==> config.mk <==
export PLATFORM = sky130hd
export DESIGN_NAME = tt_dfd_trace_packer
export DESIGN_NICKNAME = d
export VERILOG_FILES = /design/src/rtl/tt_dfd_trace_pkg.sv /design/src/rtl/tt_dfd_generic_rotate.sv /design/src/rtl/tt_dfd_trace_packer.sv
export SDC_FILE = /design/constraint.sdc
export NUM_CORES = 1
export LEC_CHECK = 0
export ABC_AREA = 1
export BUFFER_PORTS_ARGS = -buffer_cell sky130_fd_sc_hd__buf_2
export CORE_ASPECT_RATIO = 1.5
export CORE_MARGIN = 1.5
export CORE_UTILIZATION = 50
export CTS_BUF_LIST = sky130_fd_sc_hd__clkbuf_16
export DETAILED_ROUTE_END_ITERATION = 16
export PLACE_DENSITY = 0.72
export SETUP_SLACK_MARGIN = 0.3
export SLEW_MARGIN = 20
export SYNTH_ARGS = -nofsm -noshare
export SYNTH_HDL_FRONTEND = slang
export SYNTH_SLANG_ARGS = --single-unit
==> constraint.sdc <==
create_clock -name clk -period 9.2 [get_ports clk]
set_clock_uncertainty 0.1 [all_clocks]
set_input_delay 1.38 -clock clk [delete_from_list [all_inputs] [get_ports clk]]
set_output_delay 1.38 -clock clk [all_outputs]
set_load 0.005 [all_outputs]
==> src/rtl/tt_dfd_trace_pkg.sv <==
// ----------------------------------------------------------------------------
// tt_dfd_trace_pkg
// Shared definitions for the DFD trace packing datapath:
//   - trace_packer_state_e : FSM states of the trace packer
//   - ptr_width / cnt_width : width helpers for fill pointers and entry counts
//   - STAT_W                : width of the optional line statistics counters
// ----------------------------------------------------------------------------
package tt_dfd_trace_pkg;

    typedef enum logic {
        FILL  = 1'b0,
        FLUSH = 1'b1
    } trace_packer_state_e;

    localparam int STAT_W = 32;

    // A pointer into an n-entry line; a 1-entry line still needs a 1-bit field.
    function automatic int ptr_width(input int n);
        return (n == 1) ? 1 : $clog2(n);
    endfunction

    // A count of 0..n entries inclusive.
    function automatic int cnt_width(input int n);
        return $clog2(n + 1);
    endfunction

endpackage

==> src/rtl/tt_dfd_generic_rotate.sv <==
// ----------------------------------------------------------------------------
// tt_dfd_generic_rotate
// Places NUM_IN entries into an NUM_OUT-entry vector offset by ptr_out.
// The input is zero-extended to NUM_OUT entries, then rotated (or shifted,
// when ROTATE=0) left or right by ptr_out.
// Ports:
//   data_in  [NUM_IN][DATA_SIZE]  source entries, slot 0 first
//   ptr_out  [PTR_W]              destination offset (0..NUM_OUT-1)
//   data_out [NUM_OUT][DATA_SIZE] placed entries
// ----------------------------------------------------------------------------
module tt_dfd_generic_rotate #(
    parameter int NUM_IN    = 6,
    parameter int NUM_OUT   = 8,
    parameter bit ROT_LEFT  = 1'b1,
    parameter bit ROTATE    = 1'b1,
    parameter int DATA_SIZE = 10,
    parameter int PTR_W     = 3
) (
    input  logic [NUM_IN-1:0][DATA_SIZE-1:0]  data_in,
    input  logic [PTR_W-1:0]                  ptr_out,
    output logic [NUM_OUT-1:0][DATA_SIZE-1:0] data_out
);

    logic [NUM_OUT-1:0][DATA_SIZE-1:0] ext;

    always_comb begin
        int  src;
        logic wrap;
        ext = '0;
        for (int i = 0; i < NUM_IN; i++) begin
            ext[i] = data_in[i];
        end
        data_out = '0;
        for (int j = 0; j < NUM_OUT; j++) begin
            if (ROT_LEFT) begin
                src  = j - int'(ptr_out);
                wrap = (src < 0);
                if (wrap) src = src + NUM_OUT;
            end else begin
                src  = j + int'(ptr_out);
                wrap = (src >= NUM_OUT);
                if (wrap) src = src - NUM_OUT;
            end
            // In shift mode, entries that would wrap around are dropped.
            if (ROTATE || !wrap) begin
                data_out[j] = ext[src];
            end
        end
    end

endmodule

==> src/rtl/tt_dfd_trace_packer.sv <==
// ----------------------------------------------------------------------------
// tt_dfd_trace_packer
// Packs variable-count trace entry groups (0..NUM_IN per cycle) into
// NUM_OUT-entry lines. Entries are written at a wrapping fill pointer; a
// completed line is loaded into a single registered output slot. A flush
// request emits the current partial line (zero-padded).
// Ports:
//   clk, reset_n         clock, asynchronous active-low reset
//   in_valid/in_ready    input group handshake; in_count entries in data_in
//   data_in              NUM_IN entries, slot 0 oldest
//   flush                single-cycle request to emit the partial line
//   out_valid/out_ready  output line handshake
//   out_data/out_count   line (slot 0 oldest) and number of valid entries
// Optional (macro TRACE_PACKER_STATS_EN):
//   stat_full_lines, stat_flush_lines  saturating counts of loaded lines
// ----------------------------------------------------------------------------
module tt_dfd_trace_packer
    import tt_dfd_trace_pkg::*;
#(
    parameter int NUM_IN    = 6,
    parameter int NUM_OUT   = 8,
    parameter int DATA_SIZE = 10,
    parameter int PTR_W     = ptr_width(NUM_OUT),
    parameter int CNT_W     = cnt_width(NUM_OUT)
) (
    input  logic                              clk,
    input  logic                              reset_n,
    input  logic                              in_valid,
    input  logic [CNT_W-1:0]                  in_count,
    input  logic [NUM_IN-1:0][DATA_SIZE-1:0]  data_in,
    output logic                              in_ready,
    input  logic                              flush,
    output logic                              out_valid,
    input  logic                              out_ready,
    output logic [NUM_OUT-1:0][DATA_SIZE-1:0] out_data,
    output logic [CNT_W-1:0]                  out_count
`ifdef TRACE_PACKER_STATS_EN
    ,
    output logic [STAT_W-1:0]                 stat_full_lines,
    output logic [STAT_W-1:0]                 stat_flush_lines
`endif
);

    localparam logic [CNT_W:0]   NUM_OUT_S = (CNT_W + 1)'(NUM_OUT);
    localparam logic [CNT_W-1:0] NUM_IN_C  = CNT_W'(NUM_IN);
    localparam logic [CNT_W-1:0] FULL_CNT  = CNT_W'(NUM_OUT);

    trace_packer_state_e               state_q, state_d;
    logic [NUM_OUT-1:0][DATA_SIZE-1:0] acc_q, acc_d;
    logic [PTR_W-1:0]                  wr_ptr_q, wr_ptr_d;
    logic                              out_valid_q, out_valid_d;
    logic [NUM_OUT-1:0][DATA_SIZE-1:0] out_data_q, out_data_d;
    logic [CNT_W-1:0]                  out_count_q, out_count_d;

    logic [NUM_OUT-1:0][DATA_SIZE-1:0] rot;
    logic                              slot_free;
    logic                              flush_pend;
    logic                              accept;
    logic [CNT_W:0]                    sum;
    logic                              load_full;
    logic                              load_flush;

    tt_dfd_generic_rotate #(
        .NUM_IN    (NUM_IN),
        .NUM_OUT   (NUM_OUT),
        .ROT_LEFT  (1'b1),
        .ROTATE    (1'b1),
        .DATA_SIZE (DATA_SIZE),
        .PTR_W     (PTR_W)
    ) u_rotate (
        .data_in   (data_in),
        .ptr_out   (wr_ptr_q),
        .data_out  (rot)
    );

    // The pending flush is exactly the FLUSH state.
    assign flush_pend = (state_q == FLUSH);
    assign slot_free  = !out_valid_q || out_ready;
    assign in_ready   = slot_free && !flush_pend;
    assign accept     = in_valid && in_ready;
    assign sum        = (CNT_W + 1)'(wr_ptr_q) + (CNT_W + 1)'(in_count);
    assign load_full  = accept && (sum >= NUM_OUT_S);
    // Accepts are blocked in FLUSH, so the two load kinds are exclusive.
    assign load_flush = flush_pend && slot_free && (wr_ptr_q != '0);

    always_comb begin
        int off;
        state_d     = state_q;
        acc_d       = acc_q;
        wr_ptr_d    = wr_ptr_q;
        out_valid_d = out_valid_q;
        out_data_d  = out_data_q;
        out_count_d = out_count_q;

        if (accept) begin
            // Write the wrapping window wr_ptr .. wr_ptr+c-1 (mod NUM_OUT).
            for (int j = 0; j < NUM_OUT; j++) begin
                off = j - int'(wr_ptr_q);
                if (off < 0) off = off + NUM_OUT;
                if (off < int'(in_count)) acc_d[j] = rot[j];
            end
            wr_ptr_d = load_full ? PTR_W'(sum - NUM_OUT_S) : PTR_W'(sum);
        end

        case (state_q)
            FILL:  if (flush) state_d = FLUSH;
            FLUSH: if (slot_free) begin
                state_d  = FILL;
                wr_ptr_d = '0;
            end
            default: state_d = FILL;
        endcase

        if (load_full) begin
            out_valid_d = 1'b1;
            out_count_d = FULL_CNT;
            for (int j = 0; j < NUM_OUT; j++) begin
                out_data_d[j] = (j < int'(wr_ptr_q)) ? acc_q[j] : rot[j];
            end
        end else if (load_flush) begin
            out_valid_d = 1'b1;
            out_count_d = CNT_W'(wr_ptr_q);
            for (int j = 0; j < NUM_OUT; j++) begin
                out_data_d[j] = (j < int'(wr_ptr_q)) ? acc_q[j] : '0;
            end
        end else if (out_ready) begin
            out_valid_d = 1'b0;
        end
    end

    always_ff @(posedge clk or negedge reset_n) begin
        if (!reset_n) begin
            state_q     <= FILL;
            wr_ptr_q    <= '0;
            out_valid_q <= 1'b0;
            out_data_q  <= '0;
            out_count_q <= '0;
        end else begin
            state_q     <= state_d;
            wr_ptr_q    <= wr_ptr_d;
            out_valid_q <= out_valid_d;
            out_data_q  <= out_data_d;
            out_count_q <= out_count_d;
        end
    end

    // Accumulator contents above wr_ptr are don't-care, so no reset needed.
    always_ff @(posedge clk) begin
        acc_q <= acc_d;
    end

    assign out_valid = out_valid_q;
    assign out_data  = out_data_q;
    assign out_count = out_count_q;

`ifdef TRACE_PACKER_STATS_EN
    logic [STAT_W-1:0] stat_full_q, stat_full_d;
    logic [STAT_W-1:0] stat_flush_q, stat_flush_d;

    always_comb begin
        stat_full_d  = stat_full_q;
        stat_flush_d = stat_flush_q;
        if (load_full && (stat_full_q != '1))   stat_full_d  = stat_full_q + 1'b1;
        if (load_flush && (stat_flush_q != '1)) stat_flush_d = stat_flush_q + 1'b1;
    end

    always_ff @(posedge clk or negedge reset_n) begin
        if (!reset_n) begin
            stat_full_q  <= '0;
            stat_flush_q <= '0;
        end else begin
            stat_full_q  <= stat_full_d;
            stat_flush_q <= stat_flush_d;
        end
    end

    assign stat_full_lines  = stat_full_q;
    assign stat_flush_lines = stat_flush_q;
`endif

    a_count_legal: assert property (@(posedge clk) disable iff (!reset_n)
        (in_valid && in_ready) |-> (in_count <= NUM_IN_C));

endmodule
==> flow_metrics.tcl <==
set metrics [dict create \
    status "finished, final reports clean" \
    drt-wirelength-per-cell_um 16.90 \
    grt_overflow 0 \
    yosysWarnings 0 \
    cts.sinks 159 \
    synth_area_mm2 0.009467 \
    grt_max_degree 78 \
    synth_cell_type_count 25 \
    hold_buffers 0 \
    worstSkewPairLatency_ps 440 \
    hold_path.class "register to register" \
    synth_top_area_frac 0.2353 \
    wl_met3_um 1765 \
    rsz0062_at_grt "false" \
    min_path_cells 2 \
    yosysMostFrequentCell "nand2_1" \
    synth-async-reset-ratio 0.5597 \
    first_iter_violations 976 \
    slew_viol_final 0 \
    ios 155 \
    port-buffer-count 154 \
    post-route-period-util 0.4903 \
    synthCells 1320 \
    finalSetupViolations 0 \
    diodes 0 \
    synth_edf_count 70 \
    synth_ff_type "dfrtp_1" \
    wl_met1_um 11590 \
    power.leakage_nw 5.739 \
    fin_tns_setup_ps 0 \
    relSlewSlack 0.2954 \
    synth_top_area_cell "dfrtp_1" \
    timing.critical_path.mode_cell "inv_1" \
    first_pass_iters 5 \
    clk_path_buf_depth 2 \
    worstReg2RegStart "wr_ptr_q[2]$_DFF_PN0_" \
    drt-total-wl_um 28330 \
    cts_tree "built" \
    synth.avg_cell_area_um2 7.172 \
    core_area_mm2 0.01855 \
    dp.cells 1644 \
    cts_htree_levels 4 \
    met2_length_um 13730 \
    cts_setup_buffers 0 \
    crit_path_max_incr_delay_ps 990 \
    synth-seq-cells 159 \
    finalWeightedCongestion 0.9899 \
    drive_above_1_share 0.1447 \
    grt_pass1_wl_um 44770 \
    cts_buffers 17 \
    endpoint_kind "register" \
    regArea_mm2 0.004332 \
    syn2layout_area_growth_pct 14.50 \
    ant_nets 0 \
    dr.max_layer_used "met4" \
    timing.fmax_ghz 0.2217 \
    critPathMaxFanout 66 \
    rr_worst_depth 7 \
    ys_seq_area_frac 0.4573 \
    grtUsageTotal 0.2968 \
    maxCapViolCount 0 \
    crit_type "register to register" \
    cp_cell_sequence "inv_1 -> ha_1 -> inv_1 -> ha_1 -> inv_1 -> o21bai_1 -> a21oi_1" \
    final_nets 1505 \
    place_hpwl_um 20530 \
    grt_pass1_vias 8370 \
    antenna_found_initial 0 \
    critPathBufInv 3 \
    synth_nets 1414 \
    cts_resized 0 \
    cp.required_ps 9150 \
    ys_top_cells_by_count "574 x nand2_1, 232 x nand3_1, 89 x dfrtp_1, 82 x a21oi_1, 79 x nor2_1" \
    clk_pin_slew_worst_paths_ps 70 \
    route.detailed.drc 0 \
    cp_slowest_cell "dfrtp_2" \
    cts-root-buf "clkbuf_16" \
    final_cells 1676 \
    initial_core_util 0.5104 \
    synth_top_cells_by_area "dfrtp_1 24%, nand2_1 23%, edfxtp_1 22%" \
    p_per_area_mw_per_mm2 371.0 \
    hold_viol_final 0 \
    worst_ir_drop_vdd_mv 0.2526 \
    num_vias 9145 \
    vias_per_cell 5.456 \
    holdCritStartpoint "out_data[67]$_DFFE_PN0P_" \
    min_to "out_data[67]$_DFFE_PN0P_" \
    die_area_mm2 0.01978 \
    final_area_mm2 0.01084 \
    multiInputGateArea_mm2 0.004628 \
    cp-start-kind "register" \
    rrSetupSlack_ps 4690 \
    core.rowCount 61 \
    tightest_slew_ps 1057 \
    cp_top_family "adder cells" \
    crit_arrival_ps 4460 \
    die_h_um 171.5 \
    whs_ps 372.4 \
    post_dp_cell_area_mm2 0.01026 \
    regToRegEndpoint "acc_q[46]$_DFFE_PP_" \
    fin_crit_ps 4510 \
    die_x_um 115.4 \
    nFillCells 1783 \
]
==> routing by layer <==
| metal | vias up | global-route usage |
|---|---|---|
| li1 | 4509 | - |
| met1 | 4178 | 0.3863 |
| met2 | 397 | 0.4795 |
| met3 | 61 | 0.04968 |
| met4 | 0 | 0.1422 |
| met5 | - | 0 |
==> how the worst max path moves through the flow <==
stage                                startpoint                  end  slack, ps  depth (start not counted)
after floorplan           wr_ptr_q[1]$_DFF_PN0_  acc_q[20]$_DFFE_PP_       5760                         11
after global placement    wr_ptr_q[2]$_DFF_PN0_  acc_q[47]$_DFFE_PP_       4870                          7
after detailed placement  wr_ptr_q[2]$_DFF_PN0_  acc_q[46]$_DFFE_PP_       4740                          7
after CTS                 wr_ptr_q[2]$_DFF_PN0_  acc_q[46]$_DFFE_PP_       4730                          7
after global routing      wr_ptr_q[2]$_DFF_PN0_  acc_q[51]$_DFFE_PP_       4370                          7
final                     wr_ptr_q[2]$_DFF_PN0_  acc_q[46]$_DFFE_PP_       4690                          7
==> registers in the layout, indices dropped and copies added, names as in the netlist <==
register,cells
out_valid,1
out_data,80
acc_q,70
flush_pend,1
out_count,4
wr_ptr_q,3
==> per-stage QoR <==
stage	total power, mW	util	setup WS [ps]
6_report	4.021	0.5844	4690
5_1_grt	4.338	0.5844	4372
4_1_cts	4.016	0.5842	4735
3_5_place_dp	3.311	0.5531	4738
3_3_place_gp	3.272	0.5529	4869
2_1_floorplan	2.640	-	5763
==> worst min-delay path: cells and delay by family, from the launching register on <==
kind	cells	cell delay [ps]
DFF	1	340
and+or+nand+nor	2	100
==> logic make-up after synthesis <==
kind of cell / Yosys count / share of synthesized area
buffers and inverters: 128 / 0.05551
adders and majority gates: 25 / 0.03384
AOI/OAI and AO/OA: 117 / 0.06661
and+or+nand+nor: 891 / 0.3867
DFF: 159 / 0.4573
==> layout make-up <==
class | instances | share of cell area
Timing Repair Buffer | 164 | 0.07826
Clock inverter | 15 | 0.01408
Sequential cell | 159 | 0.3996
Tap cell | 252 | 0.02909
Multi-Input combinational cell | 1033 | 0.4270
Inverter | 36 | 0.01270
Clock buffer | 17 | 0.03925
==> cells in the final DEF, fill, tap and decap left out, types with 2 or more instances in the layout <==
cell and instances:
a21oi_1 81, buf_2 153, buf_4 11, clkbuf_16 17, clkinv_1 2, clkinv_4 3, dfrtp_1 87, dfrtp_2 2
edfxtp_1 70, ha_1 24, inv_1 33, inv_4 2, inv_6 4, inv_8 2, nand2_1 573, nand3_1 231
nor2_1 79, nor2_2 2, o211ai_1 10, o21ai_0 13, o21ai_1 3, o21bai_1 6, o22ai_1 2
==> report_power, final <==
group          internal, mW  switching, mW  total (mW)  leakage, nW
sequential             1.09          0.121        1.21         1.83
combinational         0.614           1.50        2.11         3.62
clock                 0.381          0.316       0.697        0.287
Note: power is estimated with default switching activity, not from simulation.
